<file path="config.mk">
export PLATFORM = sky130hd
export DESIGN_NAME = cpu_writeback
export DESIGN_NICKNAME = d
export VERILOG_FILES = /design/src/rtl/cpu_writeback.sv
export SDC_FILE = /design/constraint.sdc
export NUM_CORES = 1
export LEC_CHECK = 0
export CAP_MARGIN = 20
export CORE_MARGIN = 5
export CORE_UTILIZATION = 32
export CTS_CLUSTER_SIZE = 8
export DETAILED_ROUTE_END_ITERATION = 8
export PLACE_DENSITY = 0.53
export SYNTH_ARGS = -nofsm -noshare
export SYNTH_HDL_FRONTEND = slang
export SYNTH_SLANG_ARGS = --single-unit
export TNS_END_PERCENT = 100
</file>
<file path="constraint.sdc">
create_clock -name i_clock -period 4 [get_ports i_clock]
set_input_delay 0.8 -clock i_clock [delete_from_list [all_inputs] [get_ports i_clock]]
set_output_delay 0.8 -clock i_clock [all_outputs]
set_load 0.1 [all_outputs]
</file>
<file path="src/rtl/cpu_writeback.sv">
// cpu_writeback: initiator side of the tag-change register-file write port.
// Retired results from the execute and load units are queued in a small
// in-order FIFO. One entry is drained per edge by presenting its rd index
// and value and then bumping o_write_tag. The register file commits on
// every tag change it sees.
// Optional feature: define WRITEBACK_FORWARD_EN to add a combinational
// forwarding lookup over queued and just-issued writes.
module cpu_writeback #(
  parameter int DEPTH     = 4,
  parameter int TAG_WIDTH = 8
) (
  input  logic                 i_clock,
  input  logic                 i_reset,
  input  logic                 i_ex_valid,
  output logic                 o_ex_ready,
  input  logic [4:0]           i_ex_rd_idx,
  input  logic [31:0]          i_ex_rd,
  input  logic                 i_mem_valid,
  output logic                 o_mem_ready,
  input  logic [4:0]           i_mem_rd_idx,
  input  logic [31:0]          i_mem_rd,
`ifdef WRITEBACK_FORWARD_EN
  input  logic [4:0]           i_fwd_rs_idx,
  output logic                 o_fwd_hit,
  output logic [31:0]          o_fwd_value,
`endif
  output logic [TAG_WIDTH-1:0] o_write_tag,
  output logic [4:0]           o_write_rd_idx,
  output logic [31:0]          o_rd,
  output logic                 o_busy
);

  localparam int PTR_W = $clog2(DEPTH);
  localparam int CNT_W = PTR_W + 1;

  // FIFO storage and bookkeeping
  logic [4:0]           r_fifo_idx  [DEPTH];
  logic [31:0]          r_fifo_data [DEPTH];
  logic [CNT_W-1:0]     r_count;
  logic [PTR_W-1:0]     r_rd_ptr;
  logic [PTR_W-1:0]     r_wr_ptr;

  // Registered write-port outputs
  logic [TAG_WIDTH-1:0] r_write_tag;
  logic [4:0]           r_write_rd_idx;
  logic [31:0]          r_rd;
  logic                 r_busy;

  logic                 w_pop;
  logic                 w_mem_push;
  logic                 w_ex_push;
  logic [PTR_W-1:0]     w_ex_wr_ptr;
  logic [CNT_W-1:0]     w_count_next;

  // Readiness looks only at the registered count; a same-cycle pop is not
  // credited, and the load unit gets the last free slot.
  assign o_mem_ready = (r_count < CNT_W'(DEPTH));
  assign o_ex_ready  = i_mem_valid ? (r_count < CNT_W'(DEPTH - 1))
                                   : (r_count < CNT_W'(DEPTH));

  // Writes to x0 are acknowledged but never occupy a slot.
  assign w_mem_push  = i_mem_valid & o_mem_ready & (i_mem_rd_idx != 5'd0);
  assign w_ex_push   = i_ex_valid  & o_ex_ready  & (i_ex_rd_idx  != 5'd0);
  assign w_pop       = (r_count != '0);

  // The load entry is older than the execute entry accepted alongside it.
  assign w_ex_wr_ptr = r_wr_ptr + PTR_W'(w_mem_push);

  assign w_count_next = r_count + CNT_W'(w_mem_push) + CNT_W'(w_ex_push)
                        - CNT_W'(w_pop);

  // FIFO payload storage, written at the tail on accepted nonzero entries
  // NOTE: the payload array has no reset; r_count alone decides which slots
  // are meaningful, so clearing the data would only add reset fan-out.
  always_ff @(posedge i_clock) begin
    if (w_mem_push) begin
      r_fifo_idx[r_wr_ptr]     <= i_mem_rd_idx;
      r_fifo_data[r_wr_ptr]    <= i_mem_rd;
    end
    if (w_ex_push) begin
      r_fifo_idx[w_ex_wr_ptr]  <= i_ex_rd_idx;
      r_fifo_data[w_ex_wr_ptr] <= i_ex_rd;
    end
  end

  // Pointer/count update and head issue with tag advance
  // NOTE: state uses non-blocking assignments so every register samples the
  // pre-edge values of its peers, matching the hardware's parallel update.
  always_ff @(posedge i_clock or posedge i_reset) begin
    if (i_reset) begin
      r_count        <= '0;
      r_rd_ptr       <= '0;
      r_wr_ptr       <= '0;
      r_write_tag    <= '0;
      r_write_rd_idx <= '0;
      r_rd           <= '0;
      r_busy         <= 1'b0;
    end else begin
      r_count  <= w_count_next;
      r_wr_ptr <= r_wr_ptr + PTR_W'(w_mem_push) + PTR_W'(w_ex_push);
      if (w_pop) begin
        r_write_rd_idx <= r_fifo_idx[r_rd_ptr];
        r_rd           <= r_fifo_data[r_rd_ptr];
        r_write_tag    <= r_write_tag + 1'b1;
        r_rd_ptr       <= r_rd_ptr + 1'b1;
      end
      // Busy stays high through the register file's commit cycle.
      r_busy <= (w_count_next != '0) | w_pop;
    end
  end

  assign o_write_tag    = r_write_tag;
  assign o_write_rd_idx = r_write_rd_idx;
  assign o_rd           = r_rd;
  assign o_busy         = r_busy;

`ifdef WRITEBACK_FORWARD_EN
  logic r_fwd_pending;

  // Remembers that the presented write is still awaiting its commit edge
  always_ff @(posedge i_clock or posedge i_reset) begin
    if (i_reset) r_fwd_pending <= 1'b0;
    else         r_fwd_pending <= w_pop;
  end

  // Youngest-match search: the issued entry is the oldest candidate, then
  // FIFO slots from head to tail, each later hit overriding earlier ones.
  // NOTE: both outputs get a default before any conditional so no path
  // leaves them unassigned and no latch is inferred.
  always_comb begin
    logic [PTR_W-1:0] v_slot;
    o_fwd_hit   = 1'b0;
    o_fwd_value = '0;
    v_slot      = r_rd_ptr;
    if (r_fwd_pending && (r_write_rd_idx == i_fwd_rs_idx)) begin
      o_fwd_hit   = 1'b1;
      o_fwd_value = r_rd;
    end
    for (int i = 0; i < DEPTH; i++) begin
      v_slot = r_rd_ptr + PTR_W'(i);
      if ((CNT_W'(i) < r_count) && (r_fifo_idx[v_slot] == i_fwd_rs_idx)) begin
        o_fwd_hit   = 1'b1;
        o_fwd_value = r_fifo_data[v_slot];
      end
    end
    if (i_fwd_rs_idx == 5'd0) begin
      o_fwd_hit   = 1'b0;
      o_fwd_value = '0;
    end
  end
`endif

endmodule

</file>
Word-level counts from Yosys, hierarchy flattened
Memories as Yosys holds them, arrays and structs flattened. A register that Yosys moved wholly into a read port is not among the register bits.
Cells that the tools add are included.
Operators by class
  $mul: 0
  div/mod/pow operators: 0
  muxes and demuxes: 5
  eq/ne operators: 0
  order comparisons: 2
  shift-type cells: 0
  add/subtract/negate cells: 7
  bitwise logic cells: 5
  reductions and logical operators: 4
Operators with widths (number)
  5-bit nonzero test: 2
  8-bit by 1-bit adder with 8-bit output (second input constant): 1
  3-bit by 1-bit adder with 3-bit output: 2
  3-bit nonzero test: 2
  1-bit 2-to-1 mux: 5
  2-bit by 1-bit adder with 2-bit output: 2
  1-bit AND: 4
  3-bit by 2-bit less-than comparator with 1-bit output (second input constant): 1
  3-bit less-than comparator (second input constant): 1
  3-bit by 1-bit subtractor with 3-bit output: 1
  2-bit by 1-bit adder with 2-bit output (second input constant): 1
  1-bit bitwise OR: 1
Storage, ports and cells
  input port bits: 78
  ROM bits: 0
  RAM bits: 148
  output and inout port bits: 48
  memories kept: 2
  latch bits: 0
  flip-flop bits (word level): 16
  word-level logic and storage cells: 30
Memory list
  r_fifo_data: words 4, bits a word 32, read ports 1, clocked after Yosys merged registers in 1, write ports 2, RTL line 38  | logic [31:0] r_fifo_data [DEPTH];
  r_fifo_idx: words 4, bits a word 5, read ports 1, clocked after Yosys merged registers in 1, write ports 2, RTL line 37  | logic [4:0] r_fifo_idx [DEPTH];

Depth between registers and ports, before layout
  depth in word-level cells: 8
  mapped depth: 10
  mapped depth without buffers: 10

Least setup slack after synthesis
Ideal clock, no wire load.
  path kind: reg-to-reg
  start: reg r_count[2]
  end: mem r_fifo_data[3][0] (enable)
  cell stages (with the launch flop): 10
  path slack: -0.686 ns
  required time: 3.620 ns
  data arrival time: 4.306 ns
  buffers on the path: 2
  cell sequence: dfrtp_1 -> inv_1 -> ha_1 -> a31oi_1 -> o211a_1 -> inv_2 -> nor3b_1 -> buf_6 -> buf_6 -> a31o_2
RTL lines
  start, declared: RTL line 39  | logic [CNT_W-1:0] r_count;
  start signal, assigned: RTL line 99  | r_count <= w_count_next;
  end, declared: RTL line 38

==> results.toml <==
[grt]
grt_max_degree = 44
grt.total_usage_pct = 14.5
grt_overflow = 0
antenna_found_initial = 0
grt_pass1_vias = 6219
grt_pass1_wl_um = 37300

[detailed_routing]
wl_per_cell_um = 21.5
top_layer = "met4"
dr_wl_met2_um = 12300
drtPass1Iterations = 4
finalWirelength_um = 24700
antenna_left = 0
route.vias.total = 5467
met1_length_um = 10700
via_per_inst = 4.76
drc = 0
route.met3.wl_um = 1220
drt_iter0_markers = 203

[logic_synthesis]
synth_cell_types = 30
ys_seq_area_share_pct = 60.0
syn_area_per_cell_um2 = 16.4
synth-seq-cells = 201
synthTopCellsByArea = "edfxtp_1 (46%), dfrtp_1 (14%), mux2_4 (12%)"
synthFlopType = "edfxtp_1"
yosysTopAreaCellShare_pct = 46.2
async_flop_share_pct = 26.4
syn_nets = 672
yosysMostFrequentCell = "edfxtp_1"
netlist_area_mm2 = 0.00962
ys_warn_count = 0
netlist_instances = 587
synth_commonest_cells = "edfxtp_1 (148), nand2_1 (117), mux2_4 (76)"
synth_top_cell_by_area = "edfxtp_1"
synth_edf_count = 148

[placed_design]
numPortBuffers = 125
post-dp-hpwl_um = 15400
dpl_cell_area_mm2 = 0.0116
gp_congestion = 0.769

[die]
coreArea_mm2 = 0.0296
initial_core_util_pct = 32.5
io-pin-count = 126
dieHeight_um = 183
rows = 63
dieArea_mm2 = 0.0336
die_w_um = 183

[sta]
fin_crit_sh_pct = 85.8
max_freq_ghz = 0.291
relSlewSlack_pct = 29.0
setup_viol = 0
rsz0062_at_grt = "false"
slew_violations = 0
hold_violations = 0
fin_worst_skew_ps = 15.1
fin_setup_tns_ps = 0
post-route-min-period_ps = 3430
tightest_slew_ps = 1060

[finish]
final_area_mm2 = 0.0124
num_antenna_cells = 0
fin_nets = 824
drive_gt1_share_pct = 34.1
area_growth_pct = 28.8
final_core_util_pct = 41.8

[setup_path]
r2r_start = "r_count[2]"
critPathLaunchType = "input pin"
critPathArrivalTime_ps = 3650
end_kind = "register"
r2r-end = "o_busy"
timing.reg2reg.setup_slack_ps = 1120
crit_type = "in2reg"
worstPathRequired_ps = 4220
r2r_cells = 9
crit_fanout = 19

[clocking]
ctsHtreeMaxLevel = 1
clock_latency_ps = 530
cts-resized-gates = 0
cts_buffer_depth = 3
postCtsSetupRepairBufs = 0
cts_hold_buffers = 0
clock-sinks = 201
path_clk_slew_ps = 50
cts_buffers = 29
clockRootBuffer = "clkbuf_16"
cts_tree = "done"

[power]
peakVddDrop_mv = 0.684
total_leakage_power_uw = 0.00459
power_density_mw_per_mm2 = 885
power_uw = 11000

[hold_path]
min_delay_path_depth = 2
min-delay-start = "o_rd[22]"
hold_end = "o_rd[22]"
hp-class = "reg2reg"

[run]
cap_viol_max_count = 0

[status]
status = "finished clean"
## layer usage
layer | up-vias | global-route usage (%)
met1 | 2796 | 18.6
met4 | 0 | 3.16
met2 | 132 | 25.4
met5 | - | 0
li1 | 2505 | -
met3 | 34 | 3.11
## final cells by class
| class | instances | area [um2] |
|---|---|---|
| flip-flops and latches | 201 | 5780 |
| fillers | 2759 | 17200 |
| clock inverters | 1 | 7.51 |
| multi-input cells | 342 | 3620 |
| clock buffers | 50 | 805 |
| inverters | 12 | 45.0 |
| repair buffers | 153 | 1650 |
| well taps | 390 | 488 |
## cell usage in the layout, fill, tap and decap left out, types with 2 or more instances in the layout
master and n:
edfxtp_1 148, clkdlybuf4s50_1 124, nand2_1 117, mux2_4 76, mux2_2 72, dfrtp_1 51
mux4_2 37, clkbuf_16 29, clkbuf_1 21, buf_12 15, buf_4 14, xnor2_1 9
inv_1 9, ha_1 5, a31o_2 4, inv_2 3, xor2_1 3, nor3_2 2
nand4_1 2, nand3_1 2, or4_1 2, nor3b_2 2, fa_1 2
## power breakdown
group,leakage [uW],internal (uW),switching (uW),total (uW)
registers,0.00198,3120,455,3580
clock network,0.000382,1340,867,2210
logic,0.00223,1860,3330,5190
total,0.00459,6320,4650,11000
## sequential cells by signal (all words and copies together) (netlist names)
signal          count
r_wr_ptr            2
r_fifo_idx         20
r_rd_ptr            2
r_count             3
o_write_tag         8
o_rd               32
o_busy              1
o_write_rd_idx      5
r_fifo_data       128
## critical path, stage by stage
cell and delay, ps:
clkdlybuf4s50_1 500, or3_1 410, o311a_1 360, ha_1 210
xnor2_1 300, nor3b_2 380, buf_4 270, a31o_2 200
buf_12 200
## kinds of logic (layout without fill, tap and decap cells)
family          count (synthesis)  in the layout  synth area share [%]
buf+inv                        44            216                  2.74
xor+xnor                       12             12                  1.09
compound gates                  7              7                 0.637
mux                           185            185                  28.9
fa+ha+maj                       7              7                  1.07
simple gates                  131            131                  5.54
flops                         201            201                  60.0
## through the flow
stage          setup WS [ps]  hold slack, ps  std cells
2_1_floorplan            251             594        587
3_3_place_gp             146             449       1097
3_5_place_dp            45.1             456       1097
4_1_cts                  597             467       1148
5_1_grt                  473             479       1149
6_report                 568             458       1149
## how the worst max path moves through the flow
stage                                    end       startpoint  slack (ps)  cells past startpoint
final                     r_fifo_data[0][12]  i_mem_rd_idx[3]         570                      9
after global routing      r_fifo_data[0][12]  i_mem_rd_idx[3]         470                      9
after CTS                 r_fifo_data[0][13]  i_mem_rd_idx[3]         600                      9
after detailed placement  r_fifo_data[0][11]  i_mem_rd_idx[3]          50                      9
after global placement                o_busy  i_mem_rd_idx[3]         150                      9
after floorplan            r_fifo_data[3][0]       r_count[2]         250                      9
Note: power is estimated with default switching activity, not from simulation.
